[src/rtl/fu_issue_ctrl_if.sv]
`default_nettype none
// ============================================================================
// Module   : fu_issue_ctrl_if
// Purpose  : Bundles the request/response handshakes and the FU-side bus
//            seen by fu_issue_ctrl. The slave modport is the controller's
//            view; the master modport is the surrounding pipeline/FU view.
// Revision : 1.0  initial release
// ============================================================================
interface fu_issue_ctrl_if #(
    parameter int DBITS     = 32,
    parameter int ALUOPBITS = 4,
    parameter int TAGBITS   = 5
);
    logic                 req_valid;
    logic                 req_ready;
    logic [ALUOPBITS-1:0] req_aluop;
    logic [DBITS-1:0]     req_op1;
    logic [DBITS-1:0]     req_op2;
    logic [TAGBITS-1:0]   req_tag;

    logic                 resp_valid;
    logic                 resp_ready;
    logic [DBITS-1:0]     resp_data;
    logic [TAGBITS-1:0]   resp_tag;
    logic                 resp_err;

    logic                 fu_wr_aluop;
    logic                 fu_wr_op1;
    logic                 fu_wr_op2;
    logic [DBITS-1:0]     fu_wr_data;
    logic                 fu_rd_op3;
    logic [2:0]           fu_csr_out;
    logic [DBITS-1:0]     fu_op3;

    modport slave (
        input  req_valid, req_aluop, req_op1, req_op2, req_tag,
        input  resp_ready, fu_csr_out, fu_op3,
        output req_ready, resp_valid, resp_data, resp_tag, resp_err,
        output fu_wr_aluop, fu_wr_op1, fu_wr_op2, fu_wr_data, fu_rd_op3
    );

    modport master (
        output req_valid, req_aluop, req_op1, req_op2, req_tag,
        output resp_ready, fu_csr_out, fu_op3,
        input  req_ready, resp_valid, resp_data, resp_tag, resp_err,
        input  fu_wr_aluop, fu_wr_op1, fu_wr_op2, fu_wr_data, fu_rd_op3
    );
endinterface
`default_nettype wire

[src/rtl/fu_issue_ctrl.sv]
`default_nettype none
// ============================================================================
// Module   : fu_issue_ctrl
// Purpose  : Offloads one ALU operation at a time to the FU stage: writes
//            opcode/op1/op2 over the shared FU bus, waits for the result
//            (with timeout), retires the FU and returns OP3 with its tag.
// Revision : 1.0  initial release
// ============================================================================
module fu_issue_ctrl #(
    parameter int DBITS          = 32,
    parameter int ALUOPBITS      = 4,
    parameter int TAGBITS        = 5,
    parameter int TIMEOUT_CYCLES = 1024
) (
    input  wire logic      clk,
    input  wire logic      reset,
    fu_issue_ctrl_if.slave bus,
    output logic           busy
);

    localparam int CNT_W = $clog2(TIMEOUT_CYCLES + 1);
    localparam logic [CNT_W-1:0] C_CNT_LIMIT = CNT_W'(TIMEOUT_CYCLES - 1);

    typedef enum logic [2:0] {
        S_IDLE     = 3'd0,
        S_WR_ALUOP = 3'd1,
        S_WR_OP1   = 3'd2,
        S_WR_OP2   = 3'd3,
        S_WAIT_RES = 3'd4,
        S_RD0      = 3'd5,
        S_RD1      = 3'd6,
        S_RESP     = 3'd7
    } state_t;

    state_t               r_state;
    state_t               w_state_next;
    logic [ALUOPBITS-1:0] r_aluop;
    logic [DBITS-1:0]     r_op1;
    logic [DBITS-1:0]     r_op2;
    logic [TAGBITS-1:0]   r_tag;
    logic [CNT_W-1:0]     r_cnt;
    logic                 w_accept;
    logic                 w_res_ready;
    logic                 w_timeout;

    assign w_accept      = bus.req_valid && (r_state == S_IDLE);
    assign w_res_ready   = bus.fu_csr_out[2];
    assign w_timeout     = (r_cnt == C_CNT_LIMIT);
    assign bus.req_ready = (r_state == S_IDLE);
    assign busy          = (r_state != S_IDLE);

    // State register
    always_ff @(posedge clk) begin
        if (reset) r_state <= S_IDLE;
        else       r_state <= w_state_next;
    end

    // Next-state decode; result capture takes priority over timeout
    always_comb begin
        w_state_next = r_state;
        unique case (r_state)
            S_IDLE:     if (w_accept) w_state_next = S_WR_ALUOP;
            S_WR_ALUOP: w_state_next = S_WR_OP1;
            S_WR_OP1:   w_state_next = S_WR_OP2;
            S_WR_OP2:   w_state_next = S_WAIT_RES;
            S_WAIT_RES: begin
                if (w_res_ready)    w_state_next = S_RD0;
                else if (w_timeout) w_state_next = S_RESP;
            end
            S_RD0:      w_state_next = S_RD1;
            S_RD1:      w_state_next = S_RESP;
            S_RESP:     if (bus.resp_ready) w_state_next = S_IDLE;
            default:    w_state_next = S_IDLE;
        endcase
    end

    // FU strobes and write data, registered from the next state so each
    // strobe lines up with the state it belongs to
    always_ff @(posedge clk) begin
        if (reset) begin
            bus.fu_wr_aluop <= 1'b0;
            bus.fu_wr_op1   <= 1'b0;
            bus.fu_wr_op2   <= 1'b0;
            bus.fu_rd_op3   <= 1'b0;
            bus.fu_wr_data  <= '0;
        end else begin
            bus.fu_wr_aluop <= (w_state_next == S_WR_ALUOP);
            bus.fu_wr_op1   <= (w_state_next == S_WR_OP1);
            bus.fu_wr_op2   <= (w_state_next == S_WR_OP2);
            bus.fu_rd_op3   <= (w_state_next == S_RD0) || (w_state_next == S_RD1);
            // Opcode write is only reached from IDLE, before r_aluop is
            // loaded, so it takes the opcode straight from the request
            case (w_state_next)
                S_WR_ALUOP: bus.fu_wr_data <= {{(DBITS-ALUOPBITS){1'b0}}, bus.req_aluop};
                S_WR_OP1:   bus.fu_wr_data <= r_op1;
                S_WR_OP2:   bus.fu_wr_data <= r_op2;
                default:    bus.fu_wr_data <= '0;
            endcase
        end
    end

    // Request latch and wait-for-result counter
    always_ff @(posedge clk) begin
        if (reset) begin
            r_aluop <= '0;
            r_op1   <= '0;
            r_op2   <= '0;
            r_tag   <= '0;
            r_cnt   <= '0;
        end else begin
            if (w_accept) begin
                r_aluop <= bus.req_aluop;
                r_op1   <= bus.req_op1;
                r_op2   <= bus.req_op2;
                r_tag   <= bus.req_tag;
            end
            if (r_state == S_WAIT_RES) r_cnt <= r_cnt + CNT_W'(1);
            else                       r_cnt <= '0;
        end
    end

    // Response capture; data/tag/err stay put until the next completion
    always_ff @(posedge clk) begin
        if (reset) begin
            bus.resp_valid <= 1'b0;
            bus.resp_data  <= '0;
            bus.resp_tag   <= '0;
            bus.resp_err   <= 1'b0;
        end else begin
            bus.resp_valid <= (w_state_next == S_RESP);
            if (r_state == S_WAIT_RES) begin
                if (w_res_ready) begin
                    bus.resp_data <= bus.fu_op3;
                    bus.resp_err  <= 1'b0;
                    bus.resp_tag  <= r_tag;
                end else if (w_timeout) begin
                    bus.resp_data <= '0;
                    bus.resp_err  <= 1'b1;
                    bus.resp_tag  <= r_tag;
                end
            end
        end
    end

endmodule
`default_nettype wire

[src/flat_wrapper.sv]
// flat-port wrapper written by rule: the top's interface ports become plain ports
module fu_issue_ctrl_flat 
#(
    parameter int DBITS          = 32,
    parameter int ALUOPBITS      = 4,
    parameter int TAGBITS        = 5,
    parameter int TIMEOUT_CYCLES = 1024
)
  (clk, reset, busy, bus_req_valid, bus_req_aluop, bus_req_op1, bus_req_op2, bus_req_tag, bus_resp_ready, bus_fu_csr_out, bus_fu_op3, bus_req_ready, bus_resp_valid, bus_resp_data, bus_resp_tag, bus_resp_err, bus_fu_wr_aluop, bus_fu_wr_op1, bus_fu_wr_op2, bus_fu_wr_data, bus_fu_rd_op3);
  fu_issue_ctrl_if #(.DBITS(DBITS), .ALUOPBITS(ALUOPBITS), .TAGBITS(TAGBITS)) bus_i ();
  input  wire logic clk;
  input  wire logic reset;
  output logic busy;
  input wire logic [$bits(bus_i.req_valid)-1:0] bus_req_valid;
  input wire logic [$bits(bus_i.req_aluop)-1:0] bus_req_aluop;
  input wire logic [$bits(bus_i.req_op1)-1:0] bus_req_op1;
  input wire logic [$bits(bus_i.req_op2)-1:0] bus_req_op2;
  input wire logic [$bits(bus_i.req_tag)-1:0] bus_req_tag;
  input wire logic [$bits(bus_i.resp_ready)-1:0] bus_resp_ready;
  input wire logic [$bits(bus_i.fu_csr_out)-1:0] bus_fu_csr_out;
  input wire logic [$bits(bus_i.fu_op3)-1:0] bus_fu_op3;
  output wire logic [$bits(bus_i.req_ready)-1:0] bus_req_ready;
  output wire logic [$bits(bus_i.resp_valid)-1:0] bus_resp_valid;
  output wire logic [$bits(bus_i.resp_data)-1:0] bus_resp_data;
  output wire logic [$bits(bus_i.resp_tag)-1:0] bus_resp_tag;
  output wire logic [$bits(bus_i.resp_err)-1:0] bus_resp_err;
  output wire logic [$bits(bus_i.fu_wr_aluop)-1:0] bus_fu_wr_aluop;
  output wire logic [$bits(bus_i.fu_wr_op1)-1:0] bus_fu_wr_op1;
  output wire logic [$bits(bus_i.fu_wr_op2)-1:0] bus_fu_wr_op2;
  output wire logic [$bits(bus_i.fu_wr_data)-1:0] bus_fu_wr_data;
  output wire logic [$bits(bus_i.fu_rd_op3)-1:0] bus_fu_rd_op3;
  assign bus_i.req_valid = bus_req_valid;
  assign bus_i.req_aluop = bus_req_aluop;
  assign bus_i.req_op1 = bus_req_op1;
  assign bus_i.req_op2 = bus_req_op2;
  assign bus_i.req_tag = bus_req_tag;
  assign bus_i.resp_ready = bus_resp_ready;
  assign bus_i.fu_csr_out = bus_fu_csr_out;
  assign bus_i.fu_op3 = bus_fu_op3;
  assign bus_req_ready = bus_i.req_ready;
  assign bus_resp_valid = bus_i.resp_valid;
  assign bus_resp_data = bus_i.resp_data;
  assign bus_resp_tag = bus_i.resp_tag;
  assign bus_resp_err = bus_i.resp_err;
  assign bus_fu_wr_aluop = bus_i.fu_wr_aluop;
  assign bus_fu_wr_op1 = bus_i.fu_wr_op1;
  assign bus_fu_wr_op2 = bus_i.fu_wr_op2;
  assign bus_fu_wr_data = bus_i.fu_wr_data;
  assign bus_fu_rd_op3 = bus_i.fu_rd_op3;
  fu_issue_ctrl #(.DBITS(DBITS), .ALUOPBITS(ALUOPBITS), .TAGBITS(TAGBITS), .TIMEOUT_CYCLES(TIMEOUT_CYCLES)) u_core (.clk(clk), .reset(reset), .bus(bus_i), .busy(busy));
endmodule
[config.mk]
export PLATFORM = sky130hd
export DESIGN_NAME = fu_issue_ctrl_flat
export DESIGN_NICKNAME = d
export VERILOG_FILES = /design/src/rtl/fu_issue_ctrl_if.sv /design/src/rtl/fu_issue_ctrl.sv /design/src/flat_wrapper.sv
export SDC_FILE = /design/constraint.sdc
export NUM_CORES = 1
export LEC_CHECK = 0
export ABC_AREA = 1
export CORE_MARGIN = 2
export CORE_UTILIZATION = 55
export CTS_BUF_LIST = sky130_fd_sc_hd__clkbuf_4 sky130_fd_sc_hd__clkbuf_8 sky130_fd_sc_hd__clkbuf_16
export DETAILED_ROUTE_END_ITERATION = 10
export DONT_BUFFER_PORTS = 1
export PLACE_DENSITY = 0.74
export SLEW_MARGIN = 5
export SYNTH_ARGS = -nofsm -noshare
export SYNTH_HDL_FRONTEND = slang
export SYNTH_SLANG_ARGS = --single-unit
export TNS_END_PERCENT = 5
[constraint.sdc]
create_clock -name clk -period 1.8 [get_ports clk]
set_input_delay 0 -clock clk [delete_from_list [all_inputs] [get_ports clk]]
set_output_delay 0 -clock clk [all_outputs]
set_load 0.05 [all_outputs]
==> results of run 1 <==
[synthesized netlist by cell type]
master     instances  area, sq um
nor2_2             1        6.260
xnor2_1            1        8.760
dfxtp_1          158         3163
buf_6              3        33.78
nand3_1            5        25.02
nand2_2            3        18.77
nand4_1            2        12.51
o21ai_0            7        35.03
xor2_1             1        8.760
inv_4              1        6.260
inv_1             20        75.07
nor3_2             1        10.01
a2111oi_0          1        8.760
clkbuf_1          19        71.32
inv_2              5        18.77
buf_2             13        65.06
nor2_1            25        93.84
nor3b_1            1        7.510
a31oi_1            3        18.77
nor3_1             5        25.02
o22ai_1            1        6.260
buf_4              8        60.06
a21oi_1          142        710.7
nor2_4             1        11.26
nand2_1          289         1085
ha_1               1        12.51
[cell type report]
class / count / area, sq um / share of cell area
Sequential cell: 158 / 3166 / 0.4799
Multi-Input combinational cell: 490 / 2128 / 0.3226
Clock buffer: 20 / 455.4 / 0.06904
Timing Repair Buffer: 46 / 421.7 / 0.06392
Tap cell: 133 / 166.4 / 0.02523
Clock inverter: 12 / 158.9 / 0.02409
Inverter: 26 / 100.1 / 0.01517
[worst min-delay path by stage]
stage                          start  cells past startpoint  slack, ns                              endpoint
finish                         reset                      1      -0.46         u_core.r_op1[16]$_SDFFE_PP0P_
global route                   reset                      1      -0.49  u_core.bus.fu_wr_data[16]$_SDFF_PP0_
CTS                            reset                      1      -0.48         u_core.r_op1[20]$_SDFFE_PP0P_
detailed placement             reset                      1       0.08         u_core.r_op1[20]$_SDFFE_PP0P_
global placement               reset                      1       0.08         u_core.r_op1[18]$_SDFFE_PP0P_
floorplan           bus_req_aluop[2]                      2       0.14   u_core.bus.fu_wr_data[2]$_SDFF_PP0_
[stage by stage]
stage / area [sq um] / util / setup slack, ns / instances
after floorplan: 5598 / - / 0.1199 / 717
after global placement: 5821 / 0.5928 / 0.2113 / 839
after detailed placement: 5821 / 0.5928 / 0.1705 / 839
after CTS: 6576 / 0.6697 / 0.01589 / 885
after global routing: 6596 / 0.6718 / -0.01652 / 885
final: 6596 / 0.6718 / 0.08417 / 885
[power by group through the flow]
stage | Clock, uW | Combinational (uW) | Sequential (uW)
3_3_place_gp | 0 | 936 | 4120
3_5_place_dp | 0 | 966 | 4120
2_1_floorplan | 0 | 766 | 4110
4_1_cts | 3670 | 997 | 4050
6_report | 3630 | 1010 | 4050
5_1_grt | 3840 | 1120 | 4080
[flip-flops by register name, indices dropped and copies added (netlist names)]
name and cells:
u_core.bus.fu_rd_op3 1, u_core.bus.fu_wr_aluop 1, u_core.bus.fu_wr_data 32, u_core.bus.fu_wr_op1 1
u_core.bus.fu_wr_op2 1, u_core.bus.resp_data 32, u_core.bus.resp_err 1, u_core.bus.resp_tag 5
u_core.bus.resp_valid 1, u_core.r_cnt 11, u_core.r_op1 32, u_core.r_op2 32
u_core.r_state 3, u_core.r_tag 5
[what timing repair did]
item | 4_1_cts | 5_1_grt
endpoints found under the setup margin | 1 | 27
endpoints found under the hold margin | 158 | 145
resized for setup | 1 | 6
buffers inserted | 0 | 0
[metal layers]
| layer | global-route usage | wire length [um] |
|---|---|---|
| met4 | 0.08000 | 202 |
| met1 | 0.2706 | 5295 |
| met2 | 0.3989 | 6316 |
| met5 | 0 | 0 |
| met3 | 0.09046 | 1187 |
[logic make-up (layout without fill, tap and decap cells)]
kind of cell,after synthesis,after routing,share of synthesized area
AOI/OAI and AO/OA,154,154,0.1392
DFF,158,158,0.5650
xor gates and xnor gates,2,2,0.003130
adders and majority gates,1,1,0.002235
and+or+nand+nor,333,333,0.2313
buffers and inverters,69,104,0.05901
==> key figures, run 1 <==
Power and ir drop
  • Clock share of power: 0.418
  • Sw Pwr: roughly 2400 uW
  • Leak pwr: approximately 0.0024 uW
  • PD cells: 1317 mW/mm^2
  • Net Sw Frac: 0.2747
  • Power, Total: between 8000 and 9000 uW
  • Maximum VDD drop: around 0.00073 V
  • Cell Int Power: between 6000 and 7000 uW
  • Sequential Power Share: 0.467
  • Combinational fraction of design power: 0.116

Yosys
  • Synth Cell Area: 0.005598 sq mm
  • Syn Nets: slightly above 800
  • Mapped Cells: 717
  • Avg Cell Area, Syn: slightly below 8 sq um
  • Sequential area share after synthesis: 0.5650
  • Synth Register Bits: approximately 160
  • Synth cell types: 26
  • Warnings, synthesis: 0

Timing
  • Max Slew Vio Count: 0
  • Setup violators final: 0
  • Highest Clock Rate: 0.5828 GHz
  • Worst Tran Pin Value: about 0.56 ns
  • Hold Fails Final Rpt: 145
  • Layout Skew: 0.007000 ns
  • RSZ-0062 raised after global routing: yes
  • Final setup TNS: 0 ns
  • Final hold slack: -0.4579 ns
  • Slew headroom: 0.6264
  • Period utilization: 0.9532
  • Fin crit period: approximately 1.7 ns

Route
  • Post-route ant nets: 0
  • Initial DRC Count: between 300 and 400
  • Via density: roughly 5.3
  • Post-Route WL: between 10 and 15 mm
  • WL per Instance: between 10 and 15 um
  • DR pass1 iterations: 4
  • Via count: approximately 4.7k
  • Residual DRC: 0

Setup path
  • Worst R2R Path Depth: 8
  • CP Buf/Inv Count: 2
  • Reg-to-Reg End: u_core.r_cnt[9]$_SDFF_PP0_
  • Critical Path Stages: 8
  • CP max FO: 3
  • Slack of the worst reg-to-reg path: roughly 0.084 ns
  • CP endpoint: u_core.r_cnt[9]$_SDFF_PP0_
  • Kind of critical path: reg -> reg
  • CP Launch Type: flop
  • Crit path arrival time: between 2 and 2.5 ns
  • Cell at the slowest stage of the critical path: dlygate4sd3_1
  • Delay-heaviest family, CP: buffers and inverters
  • CP required: 2.22 ns
  • Cell mode on critical path: nand2_1
  • Critical Path, Cell by Cell: nand3_1 -> nor2_1 -> nand2_1 -> inv_1 -> nand2_1 -> o21ai_0 -> dlygate4sd3_1 -> a21oi_1
  • Crit end category: flop
  • Crit-path max cell delay: 0.56 ns
  • CP Launch Point: u_core.r_cnt[0]$_SDFF_PP0_
  • R2R Path Start: u_core.r_cnt[0]$_SDFF_PP0_

Finish
  • Area Growth Syn to Fin: 17.84%
  • Share of cells above drive strength 1: 0.1077
  • Fill cells: 813
  • # diodes: 0
  • Leading cell type in the layout, fill and taps excluded: nand2_1
  • # nets final: between 800 and 900
  • Most frequent cells in the layout: 288 x nand2_1, 156 x dfxtp_1, 142 x a21oi_1

Clock network
  • Clk root buf: clkbuf_8
  • Clock Pin Slew Worst Setup and Hold Paths: 0.07 ns
  • Longest Clk Path Bufs: 2
  • CTS tree: done
  • Num CTS Buffers: 17
  • CTS Hold Bufs: 14
  • CTS Sinks: between 150 and 200
  • Clock Latency Late Sink: 0.52 ns
  • Htree depth: 4

Run status
  • Run status: complete, but fails checks
  • Failing checks: hold timing

GRT
  • Total grt overflow: 0
  • Vias in the first global route: 4,426
  • Total GRT Usage: 0.2349
  • First-pass GRT wire length: a little over 20 mm
  • Largest net degree at the start of global routing: 145
  • Initial antenna violation count: 0

Place
  • Count of input and output buffers: 0
  • Detailed placement HPWL: ~8.3 mm
  • GPL Wtd Cong: ~0.85

Floorplanning
  • Core Area: about 0.01 sq mm
  • Die Area: approximately 0.011 sq mm
  • Die Width: ~100 um
  • Top-Level Pins: about 190
  • FP Rows: 36
  • Starting Density: 0.5701
  • Die height: 104.9 um

Hold path
  • Hold WC Path Type: in -> reg

Run
  • Max Cap Viol: 0
(Power assumes the default switching activity.)
==> run 2: changes to the inputs <==
Settings changed: ABC_AREA 1 to default.
==> run 2 against run 1 <==
  * The flow still finishes with violations (hold timing)
  * Flip-flop and latch count stayed put
  * Worst hold slack better by 0.035 ns
  * Clock power is 1% lower
  * Synthesized cell count is 7.1% lower
  * Sequential share of layout area is 2.3 points lower
  * Final area is 4.9% higher
  * First-iteration DRC count is 16% higher
  * Final cell count is 3.2% lower
  * Worst setup slack worse by 0.0032 ns
  * Largest power group unchanged
==> key figures, run 2 <==
Run status
  • Run status: complete, but fails checks
  • Failing checks: hold timing

Setup path
  • CP required: between 1.5 and 2 ns
  • Kind of critical path: reg -> out
  • Cell at the slowest stage of the critical path: dfxtp_2
  • R2R Path Start: u_core.r_cnt[0]$_SDFF_PP0_
  • Slack of the worst reg-to-reg path: approximately 0.10 ns
  • Crit end category: output pin
  • Reg-to-Reg End: u_core.bus.resp_valid$_SDFF_PP0_
  • Crit-path max cell delay: roughly 0.36 ns
  • Crit path arrival time: around 1.7 ns
  • Critical Path, Cell by Cell: buf_4 -> nor3_4 -> buf_6 -> inv_1 -> buf_4
  • Cell mode on critical path: buf_4
  • Worst R2R Path Depth: 5
  • CP max FO: 9
  • CP Launch Type: flop

GRT
  • First-pass GRT wire length: around 22 mm
  • Largest net degree at the start of global routing: approximately 120
  • Met2 usage: 0.4249
  • Grt met3 use: 0.07299
  • Vias in the first global route: about 4.7k
  • Total GRT Usage: 0.2485
  • Initial antenna violation count: 0
  • Total grt overflow: 0
  • M1 GR Usage: 0.2917
  • Most crowded layer after global routing: met2

Floorplanning
  • FP Rows: 36
  • Die height: between 100 and 150 um
  • Die Area: roughly 0.011 sq mm
  • Core Area: about 0.0099 sq mm
  • Starting Density: 0.5696
  • Top-Level Pins: 189
  • Die Width: around 110 um

Power and ir drop
  • Cell Int Power: about 6100 uW
  • Sequential Power Share: 0.473
  • Sw Pwr: approximately 2000 uW
  • Clock share of power: 0.440
  • Leak pwr: about 0.0026 uW
  • Combinational fraction of design power: 0.086
  • PD cells: about 1200 mW/mm^2
  • Maximum VDD drop: 0.0006084 V
  • Net Sw Frac: 0.2490

Yosys
  • Synth area leaders: dfxtp_1 56%, nand2_1 12%, a21oi_1 9.5%, a22oi_1 3.7%, nand3_1 3.7%
  • Warnings, synthesis: 0
  • Ys flop type: dfxtp_1
  • Async set-or-reset flop fraction in the synthesized netlist: 0
  • Sequential area share after synthesis: 0.5629
  • Top cell type's share of synthesized area: 0.5629
  • Area leader, netlist: dfxtp_1
  • Mapped Cells: 666
  • Post-synth EDFFs: 0
  • Commonest cells in the netlist: 173 x nand2_1, 158 x dfxtp_1, 107 x a21oi_1
  • Avg Cell Area, Syn: approximately 8.4 sq um
  • Synth Register Bits: around 160
  • Most frequent cell after synthesis: nand2_1
  • Synth cell types: 35
  • Syn Nets: 779
  • Synth Cell Area: approximately 0.0056 sq mm

Timing
  • RSZ-0062 raised after global routing: no
  • Highest Clock Rate: 0.5817 GHz
  • Period utilization: 0.9550
  • Final setup TNS: 0 ns
  • Fin crit period: 1.719 ns
  • Max Slew Vio Count: 0
  • Setup violators final: 0
  • Slew headroom: 0.6517
  • Final hold slack: -0.4232 ns
  • Hold Fails Final Rpt: ~150
  • Worst setup margin: 0.08093 ns
  • Layout Skew: roughly 0.0085 ns
  • Worst Tran Pin Value: 0.5217 ns

Clock network
  • Longest Clk Path Bufs: 2
  • CTS Sinks: around 160
  • Clk root buf: clkbuf_8
  • Post-CTS Setup Inserts: 0
  • Clock Pin Slew Worst Setup and Hold Paths: 0.06 ns
  • Clock Latency Late Sink: ~0.52 ns
  • CTS tree: done
  • Htree depth: 4
  • Num CTS Buffers: 17

Route
  • WL per Instance: between 15 and 20 um
  • Residual DRC: 0
  • DR pass1 iterations: 6
  • Post-route ant nets: 0
  • Via count: between 4k and 5k
  • Post-Route WL: between 10 and 15 mm
  • Initial DRC Count: approximately 360
  • Via density: about 5.7

Hold path
  • Hold WC Path Type: in -> reg
  • WHS Path Cells: 1
  • Hold endpoint: u_core.r_state[0]$_SDFF_PP0_
  • Hold Crit Start: reset

Finish
  • Share of cells above drive strength 1: 0.1340
  • # diodes: 0
  • Leading cell type in the layout, fill and taps excluded: nand2_1
  • # nets final: ~820
  • Area Growth Syn to Fin: 23.18%
  • Most frequent cells in the layout: 173 x nand2_1, 157 x dfxtp_1, 107 x a21oi_1

Run
  • Max Cap Viol: 0

Place
  • Count of input and output buffers: 0
  • GPL Wtd Cong: 0.8123
  • Detailed placement HPWL: 8.714 mm
  • Pre-CTS worst setup slack: between 0.09 and 0.1 ns
==> run 2: cell count changes after synthesis, sizes merged, moves of 3 or more <==
cell / delta
nand2: -119
nand3: +37
a21oi: -35
a22oi: +28
inv: -23
nor2: +22
clkbuf: +13
xor2: +6
a222oi: +4
and3: +4
and4: +4
a31oi: -3
==> run 2: worst max-delay path: cells and delay by family, from the launching register on <==
family	cells	cell delay [ns]
and+or+nand+nor	1	0.24
buffers and inverters	4	0.60
DFF	1	0.36
==> run 2: cell type report <==
cell class | instances | area, sq um
flip-flops and latches | 158 | 3164
fillers | 771 | 2943
multi-input cells | 451 | 2240
repair buffers | 80 | 742.0
clock buffers | 20 | 436.7
well taps | 133 | 166.4
clock inverters | 12 | 161.4
inverters | 3 | 11.26
==> run 2: timing repair <==
item	CTS	global route
hold buffers	6	19
hold endpoints to repair	158	132
pin swaps	0	1
endpoints found under the setup margin	1	38
gates resized for setup	2	4
==> run 2: cells by family (layout without fill, tap and decap cells) <==
kind of cell / count (synthesis) / in the layout / synth area share
buf+inv: 57 / 115 / 0.04520
xor+xnor: 9 / 9 / 0.01403
compound gates: 151 / 151 / 0.1534
flops: 158 / 158 / 0.5629
simple gates: 290 / 290 / 0.2222
fa+ha+maj: 1 / 1 / 0.002226
==> run 2: power groups by stage <==
stage,sequential [uW],combinational (uW),clock [uW]
detailed placement,3920,643,0
CTS,3840,664,3630
floorplan,3920,478,0
global route,3860,774,3790
global placement,3910,622,0
finish,3840,701,3580
==> run 2: worst max-delay path by stage <==
stage	from	slack, ns	endpoint	cells past startpoint
6_report	u_core.r_state[0]$_SDFF_PP0_	0.08	busy	5
3_3_place_gp	u_core.r_cnt[0]$_SDFF_PP0_	0.15	u_core.bus.resp_valid$_SDFF_PP0_	5
3_5_place_dp	u_core.r_cnt[0]$_SDFF_PP0_	0.1	u_core.bus.resp_valid$_SDFF_PP0_	5
4_1_cts	u_core.r_state[0]$_SDFF_PP0_	0.006	busy	5
2_1_floorplan	u_core.r_state[0]$_SDFF_PP0_	0.07	busy	3
5_1_grt	u_core.r_cnt[0]$_SDFF_PP0_	0.005	u_core.bus.resp_valid$_SDFF_PP0_	5
==> run 2: metal layers <==
layer  up-vias  routed length [um]
met4         0                 176
met2       201                7064
met5         -                   0
met3        17                1059
met1      2298                5605
li1       2329                   -
==> run 2: through the flow <==
stage          power [uW]  cell area, sq um  hold WS (ns)    util  instances
6_report             8119              6922       -0.4232  0.7017        857
5_1_grt              8421              6922       -0.4661  0.7017        857
3_5_place_dp         4559              6055       0.08245  0.6138        800
2_1_floorplan        4396              5624        0.1360       -        666
4_1_cts              8135              6723       -0.4706  0.6815        838
3_3_place_gp         4529              6055       0.07775  0.6138        800
==> run 3: changes to the inputs <==
Settings changed: ABC_AREA from default to 1, CELL_PAD_IN_SITES_DETAIL_PLACEMENT from default to 1, CELL_PAD_IN_SITES_GLOBAL_PLACEMENT from default to 1, CORE_UTILIZATION 55 to 44, PLACE_DENSITY 0.74 to 0.82.
==> run 3 against run 2 <==
  * The flow still finishes with violations (hold timing)
  * Count of clock-buffer cells in the layout grew 1
  * Die area grew 24%
  * Non-clock buffer count shrank 43
  * Sequential share of layout area grew 2.0 points
  * First-iteration DRC count shrank 20%
  * Worst setup slack gained 0.0024 ns
  * Final cell count grew 6.7%
  * Critical path depth grew 1
  * Via count shrank 2.0%
  * Combinational power grew 48%
  * Clock skew shrank 0.0029 ns
  * Worst hold slack gained 0.068 ns
  * Critical path type unchanged
  * Critical endpoint unchanged
==> key figures, run 3 (synthesized netlist as in run 1, its figures left out) <==
Setup path
  • R2R Path Start: u_core.r_state[1]$_SDFF_PP0_
  • CP Launch Type: flop
  • Worst R2R Path Depth: 6
  • Kind of critical path: reg -> out
  • CP Launch Point: u_core.r_state[1]$_SDFF_PP0_
  • Crit path arrival time: 1.72 ns
  • Slack of the worst reg-to-reg path: around 0.1 ns
  • CP max FO: 6
  • Reg-to-Reg End: u_core.r_cnt[3]$_SDFF_PP0_
  • CP endpoint: busy
  • Crit end category: output pin
  • CP required: 1.80 ns

Finish
  • # nets final: approximately 840
  • Leading cell type in the layout, fill and taps excluded: nand2_1
  • # diodes: 0
  • Area Growth Syn to Fin: 18.48%
  • Most frequent cells in the layout: 288 x nand2_1, 157 x dfxtp_1, 142 x a21oi_1
  • Fill cells: approximately 1.5k
  • Share of cells above drive strength 1: 0.09973

Run status
  • Failing checks: hold timing
  • Run status: complete, but fails checks

Clock network
  • CTS Hold Bufs: 10
  • Clk root buf: clkbuf_16
  • Longest Clk Path Bufs: 2
  • Clock Latency Late Sink: approximately 0.42 ns
  • Num CTS Buffers: 17
  • Htree depth: 4
  • CTS tree: done
  • CTS Sinks: roughly 160
  • Clock Pin Slew Worst Setup and Hold Paths: roughly 0.060 ns

Timing
  • Setup violators final: 0
  • RSZ-0062 raised after global routing: no
  • Fin crit period: 1.717 ns
  • Worst Tran Pin Value: 0.5409 ns
  • Period utilization: 0.9537
  • Slew headroom: 0.6389
  • Final setup TNS: 0 ns
  • Highest Clock Rate: ~0.58 GHz
  • Layout Skew: roughly 0.0056 ns
  • Hold Fails Final Rpt: approximately 150
  • Max Slew Vio Count: 0
  • Final hold slack: -0.3551 ns

Route
  • Post-route ant nets: 0
  • Initial DRC Count: between 200 and 300
  • WL per Instance: roughly 16 um
  • Post-Route WL: ~15 mm
  • Via density: approximately 5.2
  • Via count: between 4k and 5k
  • Residual DRC: 0
  • DR pass1 iterations: 4

Power and ir drop
  • Maximum VDD drop: 0.0006639 V
  • Combinational fraction of design power: 0.115
  • Net Sw Frac: 0.2664
  • Clock share of power: 0.436
  • Cell Int Power: 6641 uW
  • Power, Total: ~9100 uW
  • Leak pwr: around 0.0024 uW
  • PD cells: 1365 mW/mm^2
  • Sequential Power Share: 0.449
  • Sw Pwr: between 2000 and 2500 uW

Run
  • Max Cap Viol: 0

Hold path
  • Hold WC Path Type: in -> reg
  • WHS Path Cells: 1

Floorplanning
  • Die Area: between 0.01 and 0.015 sq mm
  • Die height: ~120 um
  • Core Area: around 0.013 sq mm
  • Starting Density: 0.4472
  • FP Rows: between 40 and 50
  • Die Width: 116.8 um
  • Top-Level Pins: 189

GRT
  • First-pass GRT wire length: ~23 mm
  • Largest net degree at the start of global routing: between 100 and 150
  • Vias in the first global route: ~5k
  • Total GRT Usage: 0.2200
  • Total grt overflow: 0
  • Initial antenna violation count: 0

Place
  • GPL Wtd Cong: approximately 0.8
  • Count of input and output buffers: 0
  • Detailed placement HPWL: 9.481 mm
-- run 3: cell count changes in the layout (fill, tap and decap cells not counted), moves of 4 or more --
cell           change
inv_2              +4
buf_4             -27
nand2_1          +115
a21oi_1           +35
a22oi_1           -28
nand3_1           -36
dlygate4sd3_1     -15
a222oi_1           -4
inv_1             +18
nor2_1            -26
xor2_1             -6
-- run 3: per-stage QoR --
step / setup WS, ns / util / cells / instance area (sq um)
after floorplan: 0.1199 / - / 717 / 5598
after global routing: 0.003982 / 0.5299 / 914 / 6633
final: 0.08329 / 0.5299 / 914 / 6633
after CTS: 0.02423 / 0.5281 / 914 / 6610
after detailed placement: 0.06013 / 0.4679 / 873 / 5857
after global placement: 0.1974 / 0.4679 / 873 / 5857
-- run 3: worst min path at each step --
stage	start	to	slack, ns
3_5_place_dp	reset	u_core.bus.resp_data[22]$_SDFFE_PP0P_	0.09
3_3_place_gp	reset	u_core.bus.resp_data[22]$_SDFFE_PP0P_	0.08
6_report	reset	u_core.bus.resp_data[29]$_SDFFE_PP0P_	-0.36
2_1_floorplan	bus_req_aluop[2]	u_core.bus.fu_wr_data[2]$_SDFF_PP0_	0.14
5_1_grt	reset	u_core.bus.resp_data[22]$_SDFFE_PP0P_	-0.38
4_1_cts	reset	u_core.bus.resp_data[22]$_SDFFE_PP0P_	-0.37
-- run 3: cell type report --
class	instances	area [sq um]	share of cell area
sequential	158	3164	0.4771
multi-input combinational	490	2128	0.3209
clock buffer	21	467.9	0.07055
timing repair buffer	37	369.1	0.05565
tap	172	215.2	0.03245
clock inverter	10	185.2	0.02792
inverter	26	102.6	0.01547
-- run 3: power by group through the flow --
stage          combinational, uW  sequential, uW  clock (uW)
3_3_place_gp                 967            4120           0
3_5_place_dp                1010            4140           0
5_1_grt                     1170            4090        4180
2_1_floorplan                766            4110           0
4_1_cts                     1050            4060        4020
6_report                    1040            4070        3950
-- run 3: timing repair --
item | CTS | global route
endpoints found under the hold margin | 156 | 146
resized for setup | 0 | 7
endpoints found under the setup margin | 0 | 41
setup buffers | 0 | 0
-- run 3: worst max-delay path, stage by stage (launching register included) --
cell	delay [ns]
dfxtp_1	0.50
inv_2	0.08
nand2_2	0.11
nor2_2	0.06
buf_4	0.21
inv_1	0.12
buf_4	0.21
-- run 3: metal layers --
| layer | vias up | track usage | part of all wire |
|---|---|---|---|
| met5 | - | 0 | 0 |
| met4 | 0 | 0.1020 | 0.027 |
| met3 | 31 | 0.07981 | 0.079 |
| met2 | 151 | 0.3815 | 0.50 |
| met1 | 2250 | 0.2405 | 0.39 |
| li1 | 2315 | - | - |
